`src/rtl/adder_core.sv`:
```
// Unsigned adder with a registered, carry-extended sum (1-cycle latency).
// ARCHITECTURE selects behavioural, ripple-carry or 4-bit carry-lookahead slices.
module adder_core #(
  parameter string       ARCHITECTURE = "BEHAVIORAL",
  parameter int unsigned DATA_WIDTH_1 = 8,
  parameter int unsigned DATA_WIDTH_2 = 8
) (
  input  logic                                                              clk,
  input  logic                                                              rst,
  input  logic [DATA_WIDTH_1-1:0]                                           data1_i,
  input  logic [DATA_WIDTH_2-1:0]                                           data2_i,
  output logic [((DATA_WIDTH_1 > DATA_WIDTH_2) ? DATA_WIDTH_1 : DATA_WIDTH_2):0] data_o
);

  localparam int unsigned IN_WIDTH  = (DATA_WIDTH_1 > DATA_WIDTH_2) ? DATA_WIDTH_1 : DATA_WIDTH_2;
  localparam int unsigned OUT_WIDTH = IN_WIDTH + 1;
  localparam int unsigned NUM_GRPS  = (IN_WIDTH + 3) / 4;
  localparam int unsigned PAD_WIDTH = 4 * NUM_GRPS;

  logic [IN_WIDTH-1:0]  op_a;
  logic [IN_WIDTH-1:0]  op_b;
  logic [OUT_WIDTH-1:0] sum_c;

  assign op_a = IN_WIDTH'(data1_i);
  assign op_b = IN_WIDTH'(data2_i);

  // Carries c1..c4 of one 4-bit slice, each as a flat sum of products.
  function automatic logic [3:0] cla4(input logic [3:0] p, input logic [3:0] g, input logic cin);
    logic [3:0] c;
    logic       prod;
    c = '0;
    for (int k = 1; k <= 4; k++) begin
      prod = cin;
      for (int j = 0; j < k; j++) prod = prod & p[j];
      c[k-1] = prod;
      for (int j = 0; j < k; j++) begin
        prod = g[j];
        for (int m = j + 1; m < k; m++) prod = prod & p[m];
        c[k-1] = c[k-1] | prod;
      end
    end
    return c;
  endfunction

  if (ARCHITECTURE == "RIPPLE") begin : gen_ripple
    logic [IN_WIDTH:0]   carry;
    logic [IN_WIDTH-1:0] sum_bits;
    assign carry[0] = 1'b0;
    for (genvar i = 0; i < IN_WIDTH; i++) begin : gen_fa
      assign sum_bits[i] = op_a[i] ^ op_b[i] ^ carry[i];
      assign carry[i+1]  = (op_a[i] & op_b[i]) | (carry[i] & (op_a[i] ^ op_b[i]));
    end
    assign sum_c = {carry[IN_WIDTH], sum_bits};
  end else if (ARCHITECTURE == "CARRY_LOOKAHEAD") begin : gen_cla
    // Operands padded to whole slices; pad bits have p=g=0 so they never carry.
    logic [PAD_WIDTH-1:0] prop;
    logic [PAD_WIDTH-1:0] gen;
    logic [PAD_WIDTH:0]   carry;
    logic [PAD_WIDTH-1:0] sum_bits;
    assign prop     = PAD_WIDTH'(op_a ^ op_b);
    assign gen      = PAD_WIDTH'(op_a & op_b);
    assign carry[0] = 1'b0;
    for (genvar gi = 0; gi < NUM_GRPS; gi++) begin : gen_grp
      assign carry[4*gi+1 +: 4] = cla4(prop[4*gi +: 4], gen[4*gi +: 4], carry[4*gi]);
    end
    assign sum_bits = prop ^ carry[PAD_WIDTH-1:0];
    assign sum_c    = {carry[IN_WIDTH], sum_bits[IN_WIDTH-1:0]};
  end else begin : gen_behavioral
    assign sum_c = OUT_WIDTH'(op_a) + OUT_WIDTH'(op_b);
  end

  // Single output register; reset discards any in-flight sum.
  always_ff @(posedge clk) begin
    if (rst) data_o <= '0;
    else     data_o <= sum_c;
  end

endmodule

```
`config.mk`:
```
export PLATFORM = sky130hd
export DESIGN_NAME = adder_core
export DESIGN_NICKNAME = d
export VERILOG_FILES = /design/src/rtl/adder_core.sv
export SDC_FILE = /design/constraint.sdc
export NUM_CORES = 1
export LEC_CHECK = 0
export CAP_MARGIN = 30
export CORE_MARGIN = 3
export CORE_UTILIZATION = 30
export CTS_CLUSTER_SIZE = 12
export DETAILED_ROUTE_END_ITERATION = 10
export SLEW_MARGIN = 20
export SYNTH_ARGS = -nofsm -noshare
export SYNTH_HDL_FRONTEND = slang
export SYNTH_SLANG_ARGS = --single-unit
export TNS_END_PERCENT = 30
```
`constraint.sdc`:
```
create_clock -name clk -period 5.8 [get_ports clk]
set_clock_uncertainty 0.05 [all_clocks]
set_input_delay 1.74 -clock clk [delete_from_list [all_inputs] [get_ports clk]]
set_output_delay 1.74 -clock clk [all_outputs]
set_load 0.05 [all_outputs]
```
==> results of run 1 <==
-- placed cells by master, fill, tap and decap left out, types with 2 or more instances in the layout --
| cell | n |
|---|---|
| clkdlybuf4s50_1 | 26 |
| nor2_1 | 6 |
| ha_1 | 8 |
| dfxtp_1 | 9 |
| xnor2_1 | 2 |
| nand2_1 | 2 |
| nor2b_1 | 2 |
| a21o_1 | 3 |
| o21ai_0 | 2 |
| clkbuf_4 | 3 |
| nor3_1 | 4 |
| a21oi_1 | 4 |
-- power breakdown --
group | switching [mW] | internal, mW
Combinational | 0.0469 | 0.0367
Sequential | 0.00149 | 0.0689
Clock | 0.0196 | 0.0264
Total | 0.0680 | 0.132
-- cell usage after synthesis --
| library cell | count | area, um2 |
|---|---|---|
| fa_1 | 1 | 20.0 |
| a31o_2 | 1 | 8.76 |
| a211oi_1 | 1 | 7.51 |
| o21ai_0 | 2 | 10.0 |
| clkbuf_1 | 1 | 3.75 |
| a21oi_1 | 4 | 20.0 |
| a311oi_1 | 1 | 8.76 |
| o31a_1 | 1 | 8.76 |
| nand2_1 | 2 | 7.51 |
| ha_1 | 8 | 100 |
| xnor2_1 | 2 | 17.5 |
| a21o_1 | 3 | 22.5 |
| nor2_1 | 6 | 22.5 |
| nor2b_1 | 2 | 12.5 |
| dfxtp_1 | 9 | 180 |
| xor2_1 | 1 | 8.76 |
| nor3b_1 | 1 | 7.51 |
| a31o_1 | 1 | 8.76 |
| nor3_1 | 4 | 20.0 |
| o21a_1 | 1 | 7.51 |
| nand4_1 | 1 | 6.26 |
| nand3_1 | 1 | 5.00 |
-- cells by family (layout without fill, tap and decap cells) --
kind of cell | Yosys count | in the layout
AOI/OAI and AO/OA | 15 | 15
adders and majority gates | 9 | 9
xor gates and xnor gates | 3 | 3
DFF | 9 | 9
buffers and inverters | 1 | 30
and+or+nand+nor | 17 | 17
-- per-layer routing --
layer | GRT usage [%] | vias to the layer above | part of all wire (%)
li1 | - | 256 | -
met5 | 0 | - | 0
met4 | 4.97 | 0 | 0.54
met1 | 13.6 | 214 | 44
met3 | 2.30 | 2 | 6.5
met2 | 18.7 | 13 | 49
-- how the worst min path moves through the flow --
stage | endpoint | depth (start not counted) | from | slack (ns)
5_1_grt | data_o[0] | 3 | data2_i[0] | 2.18
3_5_place_dp | data_o[0] | 3 | data2_i[0] | 2.40
4_1_cts | data_o[0] | 3 | data2_i[0] | 2.15
3_3_place_gp | data_o[0] | 3 | data2_i[0] | 2.41
2_1_floorplan | data_o[0] | 2 | data2_i[0] | 1.91
6_report | data_o[0] | 3 | data2_i[0] | 2.16
-- through the flow --
step | instance area [um2] | power [mW] | util, % | hold WS (ns) | std cells
floorplan | 514 | 0.125 | - | 1.91 | 54
global placement | 791 | 0.155 | 50.7 | 2.41 | 95
detailed placement | 791 | 0.156 | 50.7 | 2.40 | 95
CTS | 817 | 0.203 | 52.4 | 2.15 | 99
global route | 817 | 0.212 | 52.4 | 2.18 | 99
finish | 817 | 0.200 | 52.4 | 2.16 | 99
-- tightest hold or removal path, stage by stage --
cell and delay, ns:
clkdlybuf4s50_1 0.47, ha_1 0.11, nor2b_1 0.10
-- cell type report --
class	instances	area, um2	area share [%]
timing repair buffer	26	260	31.9
multi-input combinational	44	330	40.4
clock buffer	4	26.3	3.22
sequential	9	180	22.1
tap	16	20.0	2.45
==> metrics, run 1 <==
status=finished clean; worst setup margin=2.28 ns; Fin. Hold Viols=0; post-detail-place hpwl=968 um; vias=485; ratio of final minimum period to clock period=60.7%; Max Cap Viol=0; chip width=47.4 um; peak supply drop=0.0000938 V; TritonCTS clock tree=yes; # diodes=0; Distinct cells, synth=22; mean routed wirelength per cell=11.3 um; initial core utilization=33.0%; Crit path largest cell delay=0.42 ns; CTS Buf Count=3; post-route ant nets=0; Syn. warnings=0; CP Max Fanout=3; crit-path cells=clkdlybuf4s50_1 -> ha_1 -> fa_1 -> a21o_1 -> a311oi_1 -> nor2_1 -> o31a_1; unrepaired setup endpoints after global routing=false; gr usage total=11.2%; crit start category=primary input; floorplan core area=1560 um2; slew at the pin closest to its max-slew limit=0.497 ns; Setup Buffers After CTS=0; Worst Setup Path Type=in2reg; number of global-route vias before repair=437; nets=111; initial DRC count=11; Largest register FFs=9; critical path's top delay family=compound AO/OA/AOI/OAI gates; gp weighted congestion=0.716; post-synthesis mux area share=0%; CTS Sinks=9; nature of the critical path endpoint=register; FF+latch count, synth=9; IO Pins=27; critical path required time=5.89 ns; Critical path buffers and inverters=1; Hold WC Path Type=in2reg; Post-Syn Area=514 um2; Fillers=149; port buffer count=26; simple-gate area share of the yosys netlist=15.8%; pwr/cell area=245 nW/um2; Reg clk slew, reported paths=0.06 ns; Achievable Freq=284 MHz; # hold bufs at CTS=0; cts repair resizes=0; first-pass iteration count of the detailed router=4; largest registers=data_o (9); clk root buf=clkbuf_4; Synth Area in Adders=23.4%; final wirelength=1.12 mm; gr ovfl total=0; Synth Area in Compound Gates=20.0%; register area share after synthesis=35.0%; initial antenna violation count=0; die footprint=2250 um2; Synth Net Count=81; crit path capture=data_o[8]; Residual DRC=0; syn_area_per_cell=9.52 um2; Die Y=47.4 um; critical path depth=7; slowest CP cell=fa_1; Worst slew margin=66.8%; global-route wire length before repair=1.77 mm; xor/xnor share of the synthesized area=5.11%; Area Overhead vs Synth=58.9%; # rows=14; share of layout cells above drive strength 1=4.82%; worst slack at placement=2.02 ns; crit path DAT=3.61 ns; Pleak=0.342 nW; largest net degree at the start of global routing=10; final setup vio count=0; min Tclk post-route=3.52 ns; Synth Instances=54; Worst Setup SP=data1_i[0]; vias per cell=4.90; clk buf depth=2; Slew Limit Fails=0; register with the most flip-flops=data_o; largest family of logic cells by synthesized area=adder cells; H-tree levels=1; TNS Setup=0 ns
Power figures use the tool's default switching activity.
==> run 2, diff against run 1 <==
- clock period: 5.8 -> 3.65 ns (I/O delays scaled with it)
==> run 2 against run 1 <==
  * Count of clock-buffer cells in the layout did not move
  * Clock power rose by 65%
  * Wire length increased by 5.6%
  * Combinational power is 60% higher
==> metrics, run 2 (synthesized netlist as in run 1, its figures left out) <==
status=finished clean; Final Util=52.4%; Largest register FFs=9; chip width=47.4 um; Residual DRC=0; TNS Setup=0 ns; mean routed wirelength per cell=11.9 um; die footprint=2250 um2; IO Pins=27; H-tree levels=1; Pleak=0.342 nW; GR Layer Usage met3=1.15%; clk buf depth=2; end of the worst hold path=data_o[0]; nature of the critical path endpoint=register; Die Y=47.4 um; gr ovfl total=0; ratio of final minimum period to clock period=79.2%; Max Cap Viol=0; initial antenna violation count=0; Slew Limit Fails=0; Setup Buffers After CTS=0; most common cell after layout, fill and taps aside=clkdlybuf4s50_1; Worst slew margin=66.8%; final wirelength=1.18 mm; largest registers=data_o (9); crit start category=primary input; gr usage total=11.7%; nets=111; min Tclk post-route=2.89 ns; M2 GR Usage=20.6%; GRT busiest layer=met2; area of the multi-input gates=330 um2; initial core utilization=33.0%; largest net degree at the start of global routing=10; Worst Setup Path Type=in2reg; floorplan core area=1560 um2; Hold Crit Start=data2_i[0]; port buffer count=26; commonest non-fill, non-tap cells in the layout=clkdlybuf4s50_1, dfxtp_1, ha_1; TritonCTS clock tree=yes; clk root buf=clkbuf_4; crit-path cells=clkdlybuf4s50_1 -> ha_1 -> fa_1 -> a21o_1 -> a31o_2 -> a211oi_1 -> nor3_1; unrepaired setup endpoints after global routing=false; vias per cell=5.13; share of layout cells above drive strength 1=4.82%; # diodes=0; gp weighted congestion=0.716; peak supply drop=0.000140 V; global-route wire length before repair=1.81 mm; # hold bufs at CTS=0; pwr/cell area=394 nW/um2; cts repair resizes=0; CTS Sinks=9; met1 usage in global routing=13.4%; initial DRC count=11; # rows=14; post-route ant nets=0; vias=508; slew at the pin closest to its max-slew limit=0.497 ns; Fillers=152; critical path required time=3.73 ns; CP Max Fanout=3; register area=180 um2; first-pass iteration count of the detailed router=4; Final Total Pwr=0.322 mW; slowest CP cell=clkdlybuf4s50_1; Fin. Hold Viols=0; register with the most flip-flops=data_o; Crit path largest cell delay=0.42 ns; Worst Hold Depth=3; post-detail-place hpwl=991 um; crit path DAT=2.97 ns; Achievable Freq=346 MHz; Hold WC Path Type=in2reg; Reg clk slew, reported paths=0.06 ns; Area Overhead vs Synth=58.9%; number of global-route vias before repair=460; worst hold slack=1.53 ns; # placed instances=95; final setup vio count=0; Layout Cells excl Fill=99; CTS Buf Count=3
-- run 2: layout make-up --
cell class / count / area share [%]
repair buffers: 26 / 31.9
flip-flops and latches: 9 / 22.1
well taps: 16 / 2.45
clock buffers: 4 / 3.22
multi-input cells: 44 / 40.4
-- run 2: routing by layer --
metal	share of wire, %	vias up
met4	0	0
li1	-	256
met1	44	236
met2	51	16
met3	4.9	0
met5	0	-
-- run 2: how the worst max path moves through the flow --
stage | start | end | slack [ns] | cells past startpoint
2_1_floorplan | data1_i[0] | data_o[8] | 1.03 | 6
3_3_place_gp | data1_i[0] | data_o[8] | 0.53 | 7
3_5_place_dp | data1_i[0] | data_o[8] | 0.48 | 7
4_1_cts | data1_i[0] | data_o[8] | 0.76 | 7
5_1_grt | data1_i[0] | data_o[6] | 0.63 | 7
6_report | data1_i[0] | data_o[6] | 0.76 | 7
-- run 2: stage by stage --
step	instance area (um2)	setup slack, ns
floorplan	514	1.03
global placement	791	0.534
detailed placement	791	0.481
CTS	817	0.755
global route	817	0.635
finish	817	0.761
-- run 2: critical path: cells and delay by family --
| kind | cells | cell delay (ns) |
|---|---|---|
| compound gates | 3 | 0.71 |
| fa+ha+maj | 2 | 0.65 |
| buf+inv | 1 | 0.42 |
| simple gates | 1 | 0.09 |
-- run 2: power by group --
part / total (mW) / switching [mW] / internal, mW
clock network: 0.0761 / 0.0340 / 0.0421
registers: 0.112 / 0.00255 / 0.109
logic: 0.134 / 0.0751 / 0.0586
total: 0.322 / 0.112 / 0.210
==> run 3, diff against run 2 <==
- clock period: 3.65 -> 3 ns (I/O delays scaled with it)
==> run 3 against run 2 <==
  * Total power increased by 20%
  * Non-clock buffer count unchanged
  * Worst setup slack worse by 0.44 ns
  * Sequential cell count unchanged
  * Highest routed layer is now met4
==> metrics, run 3 (synthesized netlist as in run 1, its figures left out) <==
status=finished clean; post-route ant nets=0; vias per cell=4.92; min Tclk post-route=2.68 ns; Layout Cells excl Fill=99; nature of the critical path endpoint=register; crit start category=primary input; worst hold slack=1.32 ns; # placed instances=95; first-pass iteration count of the detailed router=4; Reg clk slew, reported paths=0.06 ns; Pleak=0.342 nW; Hold Crit Start=data2_i[0]; CTS Sinks=9; crit path DAT=2.77 ns; pwr/cell area=473 nW/um2; # rows=14; post-detail-place hpwl=968 um; floorplan core area=1560 um2; IO Pins=27; Worst slew margin=66.8%; worst slack at placement=0.0576 ns; register with the most flip-flops=data_o; gr ovfl total=0; port buffer count=26; H-tree levels=1; gp weighted congestion=0.716; TNS Setup=0 ns; chip width=47.4 um; critical path required time=3.09 ns; unrepaired setup endpoints after global routing=false; Hold WC Path Type=in2reg; initial DRC count=9; Max Cap Viol=0; global-route wire length before repair=1.76 mm; CP Max Fanout=3; TritonCTS clock tree=yes; nets=111; Residual DRC=0; largest net degree at the start of global routing=10; commonest non-fill, non-tap cells in the layout=clkdlybuf4s50_1, dfxtp_1, ha_1; Area Overhead vs Synth=58.9%; Worst Setup Path Type=in2reg; # diodes=0; largest registers=data_o (9); post-layout instance area=817 um2; cts repair resizes=0; initial antenna violation count=0; Setup Buffers After CTS=0; clk root buf=clkbuf_4; Final Total Pwr=0.386 mW; Fin. Hold Viols=0; CTS Buf Count=3; most common cell after layout, fill and taps aside=clkdlybuf4s50_1; initial core utilization=33.0%; Worst Hold Depth=3; ratio of final minimum period to clock period=89.4%; placed inst area=791 um2; # hold bufs at CTS=0; vias=487; Achievable Freq=373 MHz; worst setup margin=0.319 ns; Largest register FFs=9; slew at the pin closest to its max-slew limit=0.497 ns; number of global-route vias before repair=437; gr usage total=11.1%; clk buf depth=2; end of the worst hold path=data_o[0]; Die Y=47.4 um; final wirelength=1.11 mm; mean routed wirelength per cell=11.2 um; peak supply drop=0.000181 V; Slew Limit Fails=0; final setup vio count=0; share of layout cells above drive strength 1=4.82%; die footprint=2250 um2; Final Util=52.4%
run 3: cell counts in the layout (fill, tap and decap cells not counted):
No cell type changed its count.
run 3: power breakdown:
group,leakage (nW),internal [mW],switching (mW),total (mW)
registers,0.0750,0.133,0.00289,0.136
logic,0.252,0.0710,0.0905,0.161
clock network,0.0150,0.0510,0.0379,0.0889
total,0.342,0.255,0.131,0.386
run 3: cell type report:
cell class | count | area, um2
timing repair buffer | 26 | 260
fill | 149 | 742
tap | 16 | 20.0
clock buffer | 4 | 26.3
sequential | 9 | 180
multi-input combinational | 44 | 330
run 3: how the worst max path moves through the flow:
stage	to	from	cells past startpoint
CTS	data_o[8]	data1_i[0]	7
finish	data_o[8]	data1_i[0]	7
detailed placement	data_o[8]	data1_i[0]	7
floorplan	data_o[8]	data1_i[0]	6
global placement	data_o[8]	data1_i[0]	7
global route	data_o[8]	data1_i[0]	7
run 3: critical path: stages:
cell	delay, ns
clkdlybuf4s50_1	0.41
ha_1	0.23
fa_1	0.42
a21o_1	0.22
a311oi_1	0.26
nor2_1	0.09
o31a_1	0.23
run 3: layer usage:
layer	GRT usage, %	part of all wire (%)	vias to the layer above	routed length, um
met4	4.97	0.54	0	6
li1	-	-	256	-
met2	18.7	49	13	547
met3	2.30	6.6	2	73
met1	13.4	43	216	482
met5	0	0	-	0
